**config.mk**
```make
export PLATFORM = sky130hd
export DESIGN_NAME = rpi_serial_rx
export DESIGN_NICKNAME = d
export VERILOG_FILES = /design/src/rtl/rpi_serial_rx.sv
export SDC_FILE = /design/constraint.sdc
export NUM_CORES = 1
export LEC_CHECK = 0
export CORE_ASPECT_RATIO = 0.8
export CORE_UTILIZATION = 48
export CTS_CLUSTER_DIAMETER = 30
export DETAILED_ROUTE_END_ITERATION = 6
export GPL_TIMING_DRIVEN = 0
export PLACE_DENSITY = 0.77
export SLEW_MARGIN = 20
export SYNTH_ARGS = -nofsm -noshare
export SYNTH_HDL_FRONTEND = slang
export SYNTH_SLANG_ARGS = --single-unit
```
**constraint.sdc**
```tcl
create_clock -name clk_in -period 2.1 [get_ports clk_in]
set_input_delay 0.42 -clock clk_in [delete_from_list [all_inputs] [get_ports clk_in]]
set_output_delay 0.42 -clock clk_in [all_outputs]
set_load 0.1 [all_outputs]
```
**src/rtl/rpi_serial_rx.sv**
```systemverilog
// rpi_serial_rx
//   Receives MSB-first serial words clocked by a Raspberry Pi (rpi_clk/rpi_data,
//   both asynchronous to clk_in) and queues completed words in a small
//   first-word-fall-through FIFO.
//
// Ports
//   clk_in       in   system clock (only clock domain)
//   reset        in   synchronous, active-high
//   rpi_clk      in   serial clock from the Pi (async)
//   rpi_data     in   serial data, sampled on rpi_clk rising edge (async)
//   rx_enable    in   1 = receive, 0 = idle and drop any partial word
//   word_data    out  FIFO head word (0 when empty)
//   word_valid   out  FIFO non-empty
//   word_ready   in   consumer takes the head word
//   busy         out  partial word in progress
//   overflow     out  sticky: a completed word was dropped on a full FIFO
//   frame_error  out  one-cycle pulse when a stalled partial word is discarded
module rpi_serial_rx #(
    parameter int WORD_WIDTH     = 16,
    parameter int FIFO_DEPTH     = 4,
    parameter int TIMEOUT_CYCLES = 256
) (
    input  logic                  clk_in,
    input  logic                  reset,
    input  logic                  rpi_clk,
    input  logic                  rpi_data,
    input  logic                  rx_enable,
    output logic [WORD_WIDTH-1:0] word_data,
    output logic                  word_valid,
    input  logic                  word_ready,
    output logic                  busy,
    output logic                  overflow,
    output logic                  frame_error
);

    localparam int CW = $clog2(WORD_WIDTH);
    localparam int AW = $clog2(FIFO_DEPTH);
    localparam int TW = $clog2(TIMEOUT_CYCLES + 1);

    typedef enum logic {IDLE, SHIFT} state_t;

    state_t                  state;
    logic                    rpi_clk_p0, rpi_clk_p1, rpi_clk_p2;
    logic                    rpi_data_p0, rpi_data_p1;
    logic [1:0]              guard_cnt;
    logic                    rise;
    logic [WORD_WIDTH-1:0]   shift_reg;
    logic [CW-1:0]           bit_count;
    logic [TW-1:0]           tmo_cnt;
    logic                    push_pend;
    logic [WORD_WIDTH-1:0]   mem [FIFO_DEPTH];
    logic [AW:0]             wr_ptr, rd_ptr;
    logic                    empty, full, pop, push_ok;

    // Synchronizer stage: p0/p1 are the 2-flop synchronizer, p2 feeds edge detect.
    always_ff @(posedge clk_in) begin
        if (reset) begin
            rpi_clk_p0  <= 1'b0;
            rpi_clk_p1  <= 1'b0;
            rpi_clk_p2  <= 1'b0;
            rpi_data_p0 <= 1'b0;
            rpi_data_p1 <= 1'b0;
        end else begin
            rpi_clk_p0  <= rpi_clk;
            rpi_clk_p1  <= rpi_clk_p0;
            rpi_clk_p2  <= rpi_clk_p1;
            rpi_data_p0 <= rpi_data;
            rpi_data_p1 <= rpi_data_p0;
        end
    end

    // The sync flops restart from 0, so a pin already high at reset release
    // would look like a rising edge; mask edges until the pipeline has refilled.
    always_ff @(posedge clk_in) begin
        if (reset)
            guard_cnt <= 2'd0;
        else if (guard_cnt != 2'd3)
            guard_cnt <= guard_cnt + 2'd1;
    end

    assign rise = rpi_clk_p1 & ~rpi_clk_p2 & (guard_cnt == 2'd3);
    assign busy = (state == SHIFT) && (bit_count != '0);

    // Deserializer stage: word assembly, timeout, push request to the FIFO.
    always_ff @(posedge clk_in) begin
        if (reset) begin
            state       <= IDLE;
            shift_reg   <= '0;
            bit_count   <= '0;
            tmo_cnt     <= '0;
            push_pend   <= 1'b0;
            frame_error <= 1'b0;
        end else begin
            push_pend   <= 1'b0;
            frame_error <= 1'b0;
            case (state)
                IDLE: begin
                    if (rx_enable)
                        state <= SHIFT;
                end
                SHIFT: begin
                    if (!rx_enable) begin
                        state     <= IDLE;
                        shift_reg <= '0;
                        bit_count <= '0;
                        tmo_cnt   <= '0;
                    end else if (rise) begin
                        tmo_cnt   <= '0;
                        shift_reg <= {shift_reg[WORD_WIDTH-2:0], rpi_data_p1};
                        if (bit_count == CW'(WORD_WIDTH - 1)) begin
                            // Completed word stays in shift_reg for the push cycle;
                            // the next rise is at least two cycles away.
                            bit_count <= '0;
                            push_pend <= 1'b1;
                        end else begin
                            bit_count <= bit_count + CW'(1);
                        end
                    end else if (busy) begin
                        if (tmo_cnt == TW'(TIMEOUT_CYCLES - 1)) begin
                            tmo_cnt     <= '0;
                            shift_reg   <= '0;
                            bit_count   <= '0;
                            frame_error <= 1'b1;
                        end else begin
                            tmo_cnt <= tmo_cnt + TW'(1);
                        end
                    end else begin
                        tmo_cnt <= '0;
                    end
                end
                default: state <= IDLE;
            endcase
        end
    end

    // FIFO stage: one extra pointer bit tells full from empty.
    assign empty      = (wr_ptr == rd_ptr);
    assign full       = (wr_ptr[AW] != rd_ptr[AW]) && (wr_ptr[AW-1:0] == rd_ptr[AW-1:0]);
    assign word_valid = ~empty;
    assign word_data  = empty ? '0 : mem[rd_ptr[AW-1:0]];
    assign pop        = word_valid & word_ready;
    // On a full FIFO the write slot is the head being popped this same cycle.
    assign push_ok    = push_pend & (~full | pop);

    always_ff @(posedge clk_in) begin
        if (reset) begin
            wr_ptr   <= '0;
            rd_ptr   <= '0;
            overflow <= 1'b0;
        end else begin
            if (pop)
                rd_ptr <= rd_ptr + (AW+1)'(1);
            if (push_ok)
                wr_ptr <= wr_ptr + (AW+1)'(1);
            if (push_pend && !push_ok)
                overflow <= 1'b1;
        end
    end

    always_ff @(posedge clk_in) begin
        if (push_ok)
            mem[wr_ptr[AW-1:0]] <= shift_reg;
    end

endmodule

```
* Word-level counts from Yosys, hierarchy flattened
Memories as Yosys holds them, arrays and structs flattened. A register that Yosys moved wholly into a read port is not among the register bits.
Index checks and enable logic that the tools add are counted.
** Storage, ports and cells
- Memory bits (writable) :: 64
- Word-level logic and storage cells :: 71
- Output and inout bits :: 20
- Bits in registers :: 46
- Bits of input ports :: 6
- Memories kept :: 1
** Cells by class
- Bitwise operators :: 12
- Add/subtract/negate cells :: 5
- Reduce and logical (&&, ||, !) cells :: 8
- Equality and inequality tests :: 9
- Muxes and demuxes :: 21
** Memories
- mem :: words 4, bits a word 16, read ports 1, clocked after Yosys merged registers in 1, wr ports 1, RTL line 51 : logic [WORD_WIDTH-1:0] mem [FIFO_DEPTH];
** Operators with widths (number)
- $mux W16 :: 5
- $mux W9 :: 4
- $mux W4 :: 5
- $add A9 B1 Y9 const B :: 1
- $eq A9 B8 Y1 const B :: 1
- $not A1 Y1 :: 7
- $add A3 B1 Y3 const B :: 2
- $ne A3 B1 Y1 const B :: 2
- $mux W1 :: 5
- $reduce_or A5 Y1 :: 1
- $add A4 B1 Y4 const B :: 1
- $and A1 B1 Y1 :: 4
- $eq A4 B4 Y1 const B :: 1
- $mux W2 :: 2
- $reduce_bool A4 Y1 :: 1
- $reduce_or A4 Y1 :: 1
- $eq A3 B3 Y1 :: 1
- $logic_and A1 B1 Y1 :: 3
- $reduce_and A3 Y1 :: 1
- $add A2 B1 Y2 const B :: 1
- $eq A2 B2 Y1 :: 1
- $eq A2 B2 Y1 const B :: 1
- $ne A2 B2 Y1 const B :: 1
- $logic_not A1 Y1 :: 1
- other kinds (2) :: 2

* Longest topological paths before layout
Gate-level depths: netlist of the first run.
- Depth in word-level cells :: 7
- Gate-level depth with buffers :: 9
- Mapped depth without buffers :: 6

* Worst setup path after synthesis of the first run
OpenSTA, ideal clock, no wires.
- Path kind :: register -> output
- Start :: reg with a tool-made name
- End :: out word_data[14]
- Slack :: -0.809 ns
- Buffers on the path :: 2
- Arrival time :: 2.489 ns
- Stages on the path, launching flop included :: 5
- Data required time :: 1.680 ns
- Cell sequence :: dfxtp_1 clkbuf_1 clkbuf_1 mux4_2 nor2b_1
** RTL lines
- end, declared :: RTL line 28 : output logic [WORD_WIDTH-1:0] word_data,

==> flow_results.org, run 1 <==
** Critical path
- The number of buffers and inverters on the critical path is 3.
- The largest individual stage delay along the critical path comes from the cell mux4_2.
- The signal on the critical path passes through buf_8, buf_12, mux4_2, and2b_2, buf_12.
- The kind of cell with the highest combined delay along the critical path is multiplexers.
- Required time worst endpoint :: 1.68 ns
- Of all nets on the critical path, the largest fanout is 7.
- Among the stages of the critical path, the cell type that occurs most often is buf_12.
- Largest stage delay, worst path :: 0.49 ns
- STA classifies the critical path endpoint as an output pin.
- The worst setup path is of the reg -> out kind.
- Crit start category :: flop
- Data arrival time of the critical path :: 1.85 ns

** Power and ir drop
- Power density relative to cell area :: 661.2 mW/mm2
- Sw power :: 0.7902 mW
- PnR Total Power :: 3.926 mW
- IR analysis of the VDD net gives a maximum drop of 0.0004042 V.
- Share of power burned in registers :: 58.7%
- Per report_power, the clock group accounts for 39.0% of the total.
- For this design the static power due to leakage is 2.213 nW.
- Internal power comes to 3.136 mW.
- Combinational cell fraction of total power :: 2.2%
- In this run switching power makes up 20.13% of total power.

** Clock network
- Buffers inserted during clock tree synthesis total 9.
- Number of hold buffers added after cts :: 0
- No sink is reached through more buffers than the 2 on the longest clock path.
- The H-tree generated during clock tree synthesis spans 3 levels.
- Clock tree synthesis selected as its root buffer the cell clkbuf_16.
- After clock tree synthesis, the clock-pin slew on the worst setup and hold paths is 0.07 ns.
- TritonCTS built the clock tree.
- At the later pin of the worst-skew pair, clock insertion delay measures 0.35 ns.
- The clock drives 112 sinks.

** Placed design
- Detailed placement ended at an HPWL of 5.769 mm.
- Number of port buffers :: 24
- After detailed placement, the design holds a cell count of 483.
- Timing analysis after detailed placement gives a worst setup slack of -1.175 ns.
- At the end of routability-driven placement, the weighted congestion stood at 0.8092.

** Timing
- Unrepaired setup endpoints after global routing :: true
- Slew Limit Fails :: 0
- Worst Skew :: 0.01066 ns
- Final period util :: 108.0%
- In this run the tightest slew margin relative to its limit is 36.71%.
- On the final layout, the worst hold slack is 0.4334 ns.
- Number of hold violations in the final report :: 0
- Setup violations remaining at the end of the flow were counted as 17.
- Counting I/O delays and the setup requirement, the final critical path takes 2.267 ns.
- Setup Total Neg Slack :: -1.832 ns
- After layout, the worst setup slack is -0.1674 ns.
- Slew at the pin closest to its max-slew limit :: 0.9532 ns
- Timing would allow up to 0.4410 GHz.

** Detailed routing
- Total routed wirelength :: 9.113 mm
- Routed via count :: 2931
- Post-detailed-route count of antenna-violating nets :: 0
- Initial DRC Count :: 175
- Met3 wirelength from detailed routing :: 310 um
- The highest layer touched by signal routing is met4.
- Routed via count divided by cell count :: 5.669
- Wire segments on met2 add up to 4.557 mm in the final route.
- Wire length per cell after detailed routing :: 17.63 um
- First-pass iteration count of the detailed router :: 5
- DRC violation count after routing :: 0
- For this block, wires on met1 add up to 4.186 mm.

** Finish
- Proportion of layout cells with a drive suffix above 1 :: 35.32%
- The finished layout holds 517 standard cells, fillers aside.
- Total Nets Final :: 412
- Antenna diode instance count :: 0
- The register with the most flip-flops in the layout has 64 of them.
- Area delta synth->final :: 26.86%
- The filler cells instantiated in the layout total 666.

** Yosys
- Portion of the post-synthesis area used by sequential elements :: 61.59%
- Share of flip-flops with an asynchronous set or reset after synthesis :: 0%
- Counting every net in the synthesized netlist gives 356.
- The average instance in the mapped netlist occupies 13.73 um2.
- Among all flip-flop cells after synthesis, the most frequent one is edfxtp_1.
- Unique cell type count in the Yosys netlist :: 53
- Proportion of netlist area held by the largest area contributor :: 41.06%
- Number of synthesis warnings :: 0
- #FFs+latches synth :: 112
- Gate count of the mapped netlist :: 341
- Cell area after technology mapping :: 0.004681 mm2
- Ranked by total cell area, the synthesized netlist is headed by edfxtp_1, dfxtp_1, mux4_2, nand3_1, ha_1.
- The synthesized design spends more area on one cell type than any other, namely edfxtp_1.
- Number of synthesized flops with an enable pin :: 64

** Floorplanning
- Floorplan die area :: 0.01015 mm2
- Measured along the x axis, the die boundary spans 112.4 um.
- The core region is 0.009270 mm2.
- Pin placement for this block handled 26 I/O pins.
- In this run the core area contains 31 standard-cell rows.
- In this run the vertical extent of the chip is 90.33 um.
- Once the floorplan was initialized, standard cells occupied 50.49% of the core.

** Global route
- The number of global-route vias before repair was 2865.
- For this run the aggregate overflow at the end of global routing stands at 0.
- Global routing consumed, over all layers together, 19.63% of the routing resources.
- The first global-routing pass estimated 14.97 mm of wire.
- Entering global routing, the biggest net connects 19 pins.
- Antenna violations before repair :: 0

** Job
- Max-cap violations in this run came to 0.

** Status
- Run status :: complete, but fails checks
- The checks that failed: setup timing.

** Worst hold path
- The path class of the tightest hold or removal check is reg -> reg.
-- per-stage QoR --
stage	area [um2]	util, %
5_1_grt	5938	64.06
3_3_place_gp	5127	55.31
6_report	5938	64.06
2_1_floorplan	4743	-
4_1_cts	5882	63.45
3_5_place_dp	5180	55.88
-- power groups by stage --
stage	Clock, mW	Combinational, mW	Sequential (mW)
2_1_floorplan	0	0.0583	2.36
3_3_place_gp	0	0.0801	2.36
3_5_place_dp	0	0.0864	2.36
4_1_cts	1.57	0.0877	2.31
5_1_grt	1.66	0.0966	2.31
6_report	1.53	0.0867	2.31
-- placed cells by master (no fill, tap or decap), types with 3 or more instances in the layout --
cell type	count
mux2i_1	3
buf_4	15
nor2_1	17
nand2_1	6
o211ai_1	8
o211ai_2	9
dfxtp_1	38
dfxtp_2	5
buf_12	15
and2b_2	6
buf_2	4
nand3_1	23
buf_8	11
dfxtp_4	5
nor2_2	4
clkdlybuf4s50_1	4
o32ai_1	3
nor2b_1	8
nor2b_4	3
nor3_1	4
mux4_2	16
a21oi_1	20
clkbuf_16	10
buf_6	4
and2b_4	7
xor2_1	3
a22o_1	4
clkbuf_1	8
edfxtp_1	64
inv_1	10
clkinvlp_4	3
ha_1	8
xnor2_1	4
-- per-layer routing --
layer,up-vias,GRT usage [%]
li1,1400,-
met1,1476,25.54
met2,50,32.04
met3,5,6.510
met4,0,4.333
met5,-,0
-- path summary, 6_finish.rpt --
path,startpoint,end,slack (ns),cells past startpoint
setup / recovery,flop,word_data[5],-0.17,5
hold / removal,rpi_data_p0$_SDFF_PP0_,rpi_data_p1$_SDFF_PP0_,0.43,1
setup reg to reg,wr_ptr[0]$_SDFFE_PP0N_,mem[2][8]$_DFFE_PP_,0.13,5
hold reg to reg,rpi_data_p0$_SDFF_PP0_,rpi_data_p1$_SDFF_PP0_,0.43,1
-- cell usage after synthesis, types with 3 or more instances --
cell and n:
and2b_1 13, xnor2_1 4, nor3_1 5, nor2b_1 11, nand3_1 23, mux4_2 16, clkbuf_1 9, edfxtp_1 64
mux2i_1 3, o32ai_1 3, o211ai_1 8, inv_1 13, buf_2 7, a21oi_1 20, nor2_1 20, dfxtp_1 48
nand2_1 6, ha_1 9, xor2_1 6, o211ai_2 9, a22o_1 4
-- cell type report --
cell class | instances | area [um2] | area share, %
well taps | 115 | 143.9 | 2.423
repair buffers | 47 | 653.1 | 11.00
flip-flops and latches | 112 | 2908 | 48.97
plain buffers | 17 | 130.1 | 2.191
clock inverters | 5 | 33.78 | 0.5689
clock buffers | 11 | 232.7 | 3.919
inverters | 13 | 52.55 | 0.8850
multi-input cells | 197 | 1784 | 30.05
-- kinds of logic after synthesis --
group,synth area share [%]
and+or+nand+nor,12.16
DFF,61.59
adders and majority gates,2.406
muxes,8.581
AOI/OAI and AO/OA,10.24
buffers and inverters,3.154
xor gates and xnor gates,1.871
-- worst reg2reg max path, cell delays in order (launching register included) --
cell     delay [ns]
dfxtp_4        0.37
xor2_4         0.20
buf_4          0.15
o41ai_4        0.53
nor2_2         0.25
buf_8          0.23
-- what timing repair did --
| action | CTS | global route |
|---|---|---|
| pin swaps | 4 | 2 |
| gates cloned | 2 | 0 |
| resized for setup | 194 | 10 |
| setup endpoints to repair | 37 | 18 |
| buffers inserted | 14 | 4 |
Note: power is estimated with default switching activity, not from simulation.
==> run 2: changes to the inputs <==
--- a/config.mk
+++ b/config.mk
@@ -10,6 +10,7 @@
 export CTS_CLUSTER_DIAMETER = 30
 export DETAILED_ROUTE_END_ITERATION = 6
 export GPL_TIMING_DRIVEN = 0
+export MAX_ROUTING_LAYER = met4
 export PLACE_DENSITY = 0.77
 export SLEW_MARGIN = 20
 export SYNTH_ARGS = -nofsm -noshare
==> flow_results.org, run 2 (synthesis results as in run 1) <==
** Floorplanning
- Measured along the x axis, the die boundary spans 112.4 um.
- I/O pin total :: 26
- For this configuration, the core starts out at a cell density of 50.49%.
- In this run the core area contains 31 standard-cell rows.
- Height of the chip :: 90.33 um
- Floorplan die area :: 0.01015 mm2
- Area of the placeable core :: 0.009270 mm2

** Power and ir drop
- Power density relative to cell area :: 661.3 mW/mm2
- VDD sags by at most 0.0004042 V.
- Static Leak :: 2.213 nW

** Timing
- For this run, the top clock speed supported by timing is 0.4429 GHz.
- Setup total negative slack on the finished layout was measured at -1.840 ns.
- Final period util :: 107.5%
- The hold violation count in the final report was 0.
- Worst Skew :: 0.01234 ns
- On the final layout, the worst hold slack is 0.4354 ns.
- Final setup violation count :: 17
- Slew Limit Fails :: 0
- Unrepaired setup endpoints after global routing :: true
- At the pin with the least slew margin, the transition time is 0.9532 ns.
- Final critical delay including setup and external delays :: 2.258 ns
- The worst pin sits at a relative slew slack of 36.71%.
- Final Worst Setup Slack :: -0.1577 ns

** Global route
- In the global route stage, overall resource usage came out at 20.21%.
- Antenna violations before repair :: 0
- Vias in the first global route :: 2858
- Summed over all layers, the global routing overflow is 0.
- Entering global routing, the biggest net connects 19 pins.
- The first global-routing pass estimated 14.96 mm of wire.

** Clock network
- Clock-pin slew was measured on the worst setup and hold paths at 0.07 ns.
- Number of CTS-inserted buffers :: 9
- In this run the deepest clock path goes through 2 buffers.
- In this run the clock root is driven by a clkbuf_16.
- Clock Sink Count :: 112
- H-tree Lvls :: 3
- TritonCTS built the clock tree.
- Clk_lat worst skew :: 0.35 ns

** Critical path
- Type of element capturing the critical path :: output pin
- Classification of the worst setup path :: reg -> out
- The worst register-to-register path begins at wr_ptr[0]$_SDFFE_PP0N_.
- Critical path peak fanout :: 7
- Capturing point of the worst reg2reg path :: mem[2][8]$_DFFE_PP_
- Required time worst endpoint :: 1.68 ns
- Measured in cells, the most critical reg-to-reg path has a length of 5.
- Setup slack, reg-to-reg :: 0.13 ns
- Data arrival time of the critical path :: 1.84 ns
- The worst setup path is launched from a flop.

** Placed design
- Post-DP HPWL :: 5.769 mm
- Final RePlAce weighted congestion :: 0.8211
- Number of port buffers :: 24
- Total placed instance area :: 0.005180 mm2

** Finish
- Total Nets Final :: 412
- The register with the most flip-flops in the layout has 64 of them.
- Relative to the synthesized area, the layout overhead comes to 26.86%.
- In the layout the commonest cells are edfxtp_1, dfxtp_1, nand3_1.
- Proportion of layout cells with a drive suffix above 1 :: 35.32%
- Antenna diode instance count :: 0
- The finished cells cover 0.005938 mm2.
- Number of filler instances in the final layout :: 666
- Leading cell type in the layout, fill and taps excluded :: edfxtp_1

** Detailed routing
- In this run, the number of DRC markers left after iteration 0 of detailed routing was 175.
- Wire length per cell after detailed routing :: 17.60 um
- After detailed routing, the total wire length is 9.100 mm.
- Post-detailed-route count of antenna-violating nets :: 0
- The routed layout has 2920 vias.
- After detailed routing, the number of remaining DRC violations is 0.
- After detailed routing, the number of vias per cell comes to 5.648.
- The pre-antenna-repair detailed-routing pass consisted of 4 iterations.

** Worst hold path
- Along the worst hold path, the cell count comes to 1.
- The startpoint identified for the worst hold timing path is rpi_data_p0$_SDFF_PP0_.
- Kind of path behind the tightest hold check :: reg -> reg
- Hold-critical path endpoint :: rpi_data_p1$_SDFF_PP0_

** Status
- Violated checks :: setup timing
- The flow ran to the end, but the final reports show violations.

** Job
- Max-cap viol count :: 0
[run 2: cell counts in the layout (fill, tap and decap cells not counted)]
Identical to the previous run, type by type.
[run 2: layer usage]
layer	global-route usage (%)	up-vias	wire [um]
li1	-	1400	-
met1	25.49	1471	4086
met2	32.09	44	4575
met3	6.510	5	380
met4	4.333	0	58
met5	-	-	0
[run 2: where the power goes]
part | internal (mW) | switching (mW) | total, mW | leakage (nW)
Clock | 0.805 | 0.729 | 1.53 | 0.126
Sequential | 2.30 | 0.00703 | 2.31 | 1.04
Combinational | 0.0319 | 0.0545 | 0.0864 | 1.04
Total | 3.14 | 0.791 | 3.93 | 2.21
[run 2: worst max path at each step]
| stage | from | depth (start not counted) | endpoint | slack, ns |
|---|---|---|---|---|
| CTS | flop | 5 | word_data[5] | -0.18 |
| global route | flop | 5 | word_data[5] | -0.23 |
| global placement | flop | 5 | word_data[10] | -1.11 |
| detailed placement | wr_ptr[0]$_SDFFE_PP0N_ | 5 | word_data[6] | -1.17 |
| floorplan | flop | 4 | word_data[14] | 0.02 |
| finish | flop | 5 | word_data[5] | -0.16 |
[run 2: area by class of cell]
type                            count  area [um2]  area share (%)
Tap cell                          115       143.9           2.423
Clock inverter                      5       33.78          0.5689
Inverter                           13       52.55          0.8850
Clock buffer                       11       232.7           3.919
Timing Repair Buffer               47       653.1           11.00
Buffer                             17       130.1           2.191
Sequential cell                   112        2908           48.97
Multi-Input combinational cell    197        1784           30.05
[run 2: timing repair]
item,4_1_cts,5_1_grt
hold buffers,0,0
setup endpoints to repair,37,18
pin swaps,4,2
resized for setup,194,10
gates cloned,2,0
buffers inserted,14,4
[run 2: stage by stage]
stage	worst slack, ns	power [mW]	util, %	std cells
after floorplan	0.02233	2.419	-	341
after global placement	-1.108	2.441	55.31	480
after detailed placement	-1.175	2.449	55.88	483
after CTS	-0.1835	3.966	63.45	513
after global routing	-0.2319	4.060	64.06	517
final	-0.1577	3.927	64.06	517
[run 2: worst max-delay path, cell delays in order (launching register included)]
cell and delay, ns:
dfxtp_2 0.33, buf_8 0.14, buf_12 0.13, mux4_2 0.49, and2b_2 0.23, buf_12 0.17
==> run 3: changes to the inputs <==
--- a/config.mk
+++ b/config.mk
@@ -9,9 +9,11 @@
 export CORE_UTILIZATION = 48
 export CTS_CLUSTER_DIAMETER = 30
 export DETAILED_ROUTE_END_ITERATION = 6
+export DONT_BUFFER_PORTS = 1
 export GPL_TIMING_DRIVEN = 0
 export MAX_ROUTING_LAYER = met4
-export PLACE_DENSITY = 0.77
+export PLACE_DENSITY = 0.73
+export SETUP_SLACK_MARGIN = 0.02
 export SLEW_MARGIN = 20
 export SYNTH_ARGS = -nofsm -noshare
 export SYNTH_HDL_FRONTEND = slang
==> flow_results.org, run 3 (synthesis results as in run 1) <==
** Finish
- The layout has 692 filler cells.
- Commonest cells after routing, fill and taps aside :: edfxtp_1, dfxtp_1, nand3_1
- Antenna diode instance count :: 0
- The register with the most flip-flops in the layout has 64 of them.
- Leading cell type in the layout, fill and taps excluded :: edfxtp_1
- Final Core Density :: 60.39%
- After routing the design area is 0.005598 mm2.
- Area delta synth->final :: 19.59%
- The net count of the finished layout is 384.
- After the flow finishes, the layout carries non-filler instances totaling 489.
- Of the cells placed in the final design, the portion with a size suffix greater than 1 is 33.42%.

** Timing
- Setup repair after global routing could not meet its margin everywhere.
- Slew Limit Fails :: 0
- Final Worst Setup Slack :: -0.1079 ns
- In this run the tightest slew margin relative to its limit is 35.11%.
- Between clock sinks in the finished design, the worst skew comes to 0.009583 ns.
- The hold violation count in the final report came to 0.
- Worst Hold Margin :: 0.2005 ns
- Final setup violation count :: 17
- At the pin with the least slew margin, the transition time is 0.9720 ns.
- The smallest clock period supported by the final layout is computed as 2.208 ns.
- Highest Clock Rate :: 0.4529 GHz
- For the final routed database, the setup TNS stands at -0.9602 ns.
- The worst path uses 105.1% of the clock period.

** Clock network
- Clock tree from TritonCTS :: done
- For this design, the CTS-stage hold fixing added 0 buffers.
- H-tree Lvls :: 3
- Counting every sink on the clock net gives 112.
- Clock tree synthesis selected as its root buffer the cell clkbuf_16.
- Clock Tree Buf Depth :: 2
- Clock-pin transition on the worst setup and hold timing paths :: 0.07 ns
- Clk_lat worst skew :: 0.35 ns
- Number of CTS-inserted buffers :: 9

** Power and ir drop
- Summed over all nets, the switching power comes to 0.8417 mW.
- Across the VDD grid, the largest voltage drop is 0.0003868 V.
- In this run, the clock network consumes 42.0% of the power.
- Static Leak :: 2.027 nW
- Combinational cell fraction of total power :: 1.8%
- In this run, flip-flops and latches consume 56.1% of the power.
- Cell internal pwr :: 3.259 mW
- Switching share of total power :: 20.53%
- Power density relative to cell area :: 732.5 mW/mm2

** Global route
- Global-route met1 utilization :: 25.90%
- Routing usage on met3 :: 4.497%
- Global routing usage on met2 :: 31.26%
- The number of global-route vias before repair was 2826.
- The initial antenna violation count was 0.
- The first global-routing pass estimated 14.91 mm of wire.
- After global routing, the most crowded layer is met2.
- Largest net degree at the start of global routing :: 20
- Remaining Overflow, GRT :: 0
- Global routing used 19.96% of the available tracks.

** Floorplanning
- 26 I/O pins were placed.
- Once the floorplan was initialized, standard cells occupied 50.49% of the core.
- The floorplan has 31 rows.
- Floorplan die area :: 0.01015 mm2
- The floorplan step set the die width to 112.4 um.
- Area of the placeable core :: 0.009270 mm2
- Height of the chip :: 90.33 um

** Detailed routing
- For this block, the initial DRC count from the detailed router was 146.
- Routed via count divided by cell count :: 5.703
- Wire length per cell after detailed routing :: 18.25 um
- The detail route stage leaves a number of antenna-violating nets equal to 0.
- The first detailed-routing pass took 4 iterations.
- The final layout contains routed wiring with a total length of 8.923 mm.
- The routed layout has 2789 vias.
- In the routed design, unresolved DRC markers number 0.

** Critical path
- Crit start category :: flop
- STA classifies the critical path endpoint as an output pin.
- Data arrival time of the critical path :: 1.79 ns
- Required time worst endpoint :: 1.68 ns
- Classification of the worst setup path :: reg -> out
- Along the worst path, the maximum fanout reaches 5.

** Placed design
- Total placed instance area :: 0.004940 mm2
- Final RePlAce weighted congestion :: 0.7885
- Instance count after placement with tap cells included :: 459
- Number of port buffers :: 0
- Detailed placement finished with a half-perimeter wire length of 5.525 mm.

** Job
- Max-cap viol count :: 0

** Worst hold path
- Kind of path behind the tightest hold check :: in -> reg

** Status
- Violated checks :: setup timing
- The run finished, with violations left.
[run 3: changes by cell type in the layout (fill, tap and decap cells not counted), sizes merged]
cell	delta
clkdlybuf4s50	-4
bufinv	+1
clkinvlp	-1
buf	-21
inv	+2
dlygate4sd2	-2
clkbuf	-3
[run 3: power by group through the flow]
stage | clock network, mW | registers [mW] | logic [mW]
after CTS | 1.75 | 2.30 | 0.0742
after detailed placement | 0 | 2.36 | 0.0731
final | 1.72 | 2.30 | 0.0753
after global placement | 0 | 2.36 | 0.0708
after floorplan | 0 | 2.36 | 0.0583
after global routing | 1.83 | 2.30 | 0.0852
[run 3: worst paths after layout]
kind | start | end | slack [ns] | cells after the start
min reg2reg | tmo_cnt[8]$_SDFFE_PP0P_ | tmo_cnt[8]$_SDFFE_PP0P_ | 0.45 | 1
max reg2reg | wr_ptr[1]$_SDFFE_PP0N_ | wr_ptr[2]$_SDFFE_PP0N_ | 0.13 | 6
min | rpi_clk | rpi_clk_p0$_SDFF_PP0_ | 0.20 | 1
max | wr_ptr[2]$_SDFFE_PP0N_ | word_data[14] | -0.11 | 5
[run 3: final cells by class]
class                   count  area (um2)  share of cell area (%)
flip-flops and latches    112        2913                   52.03
multi-input cells         197        1823                   32.57
repair buffers             21       234.0                   4.180
clock buffers               9       225.2                   4.023
well taps                 115       143.9                   2.570
plain buffers              15       128.9                   2.302
clock inverters             7       77.57                   1.386
inverters                  13       52.55                  0.9388
[run 3: critical path: stages (launching register included)]
cell and delay [ns]:
dfxtp_4 0.40, xor2_4 0.18, nor3_4 0.06, buf_6 0.14
clkbuf_8 0.16, nor2b_4 0.50
[run 3: per-stage QoR]
stage / total power [mW] / setup WS (ns)
after floorplan: 2.419 / 0.02233
after global placement: 2.432 / -0.5269
after detailed placement: 2.435 / -0.3611
after CTS: 4.132 / -0.1493
after global routing: 4.222 / -0.1587
final: 4.100 / -0.1079
[run 3: repair_timing]
item / in CTS / in global routing
buffers inserted: 13 / 3
cloned: 2 / 0
gates resized for setup: 49 / 16
pin swaps: 4 / 5
setup endpoints to repair: 35 / 65
[run 3: layer usage]
| layer | wire, um | part of all wire [%] | up-vias |
|---|---|---|---|
| li1 | - | - | 1340 |
| met1 | 4067 | 46 | 1388 |
| met2 | 4408 | 49 | 54 |
| met3 | 353 | 4.0 | 7 |
| met4 | 93 | 1.0 | 0 |
| met5 | 0 | 0 | - |
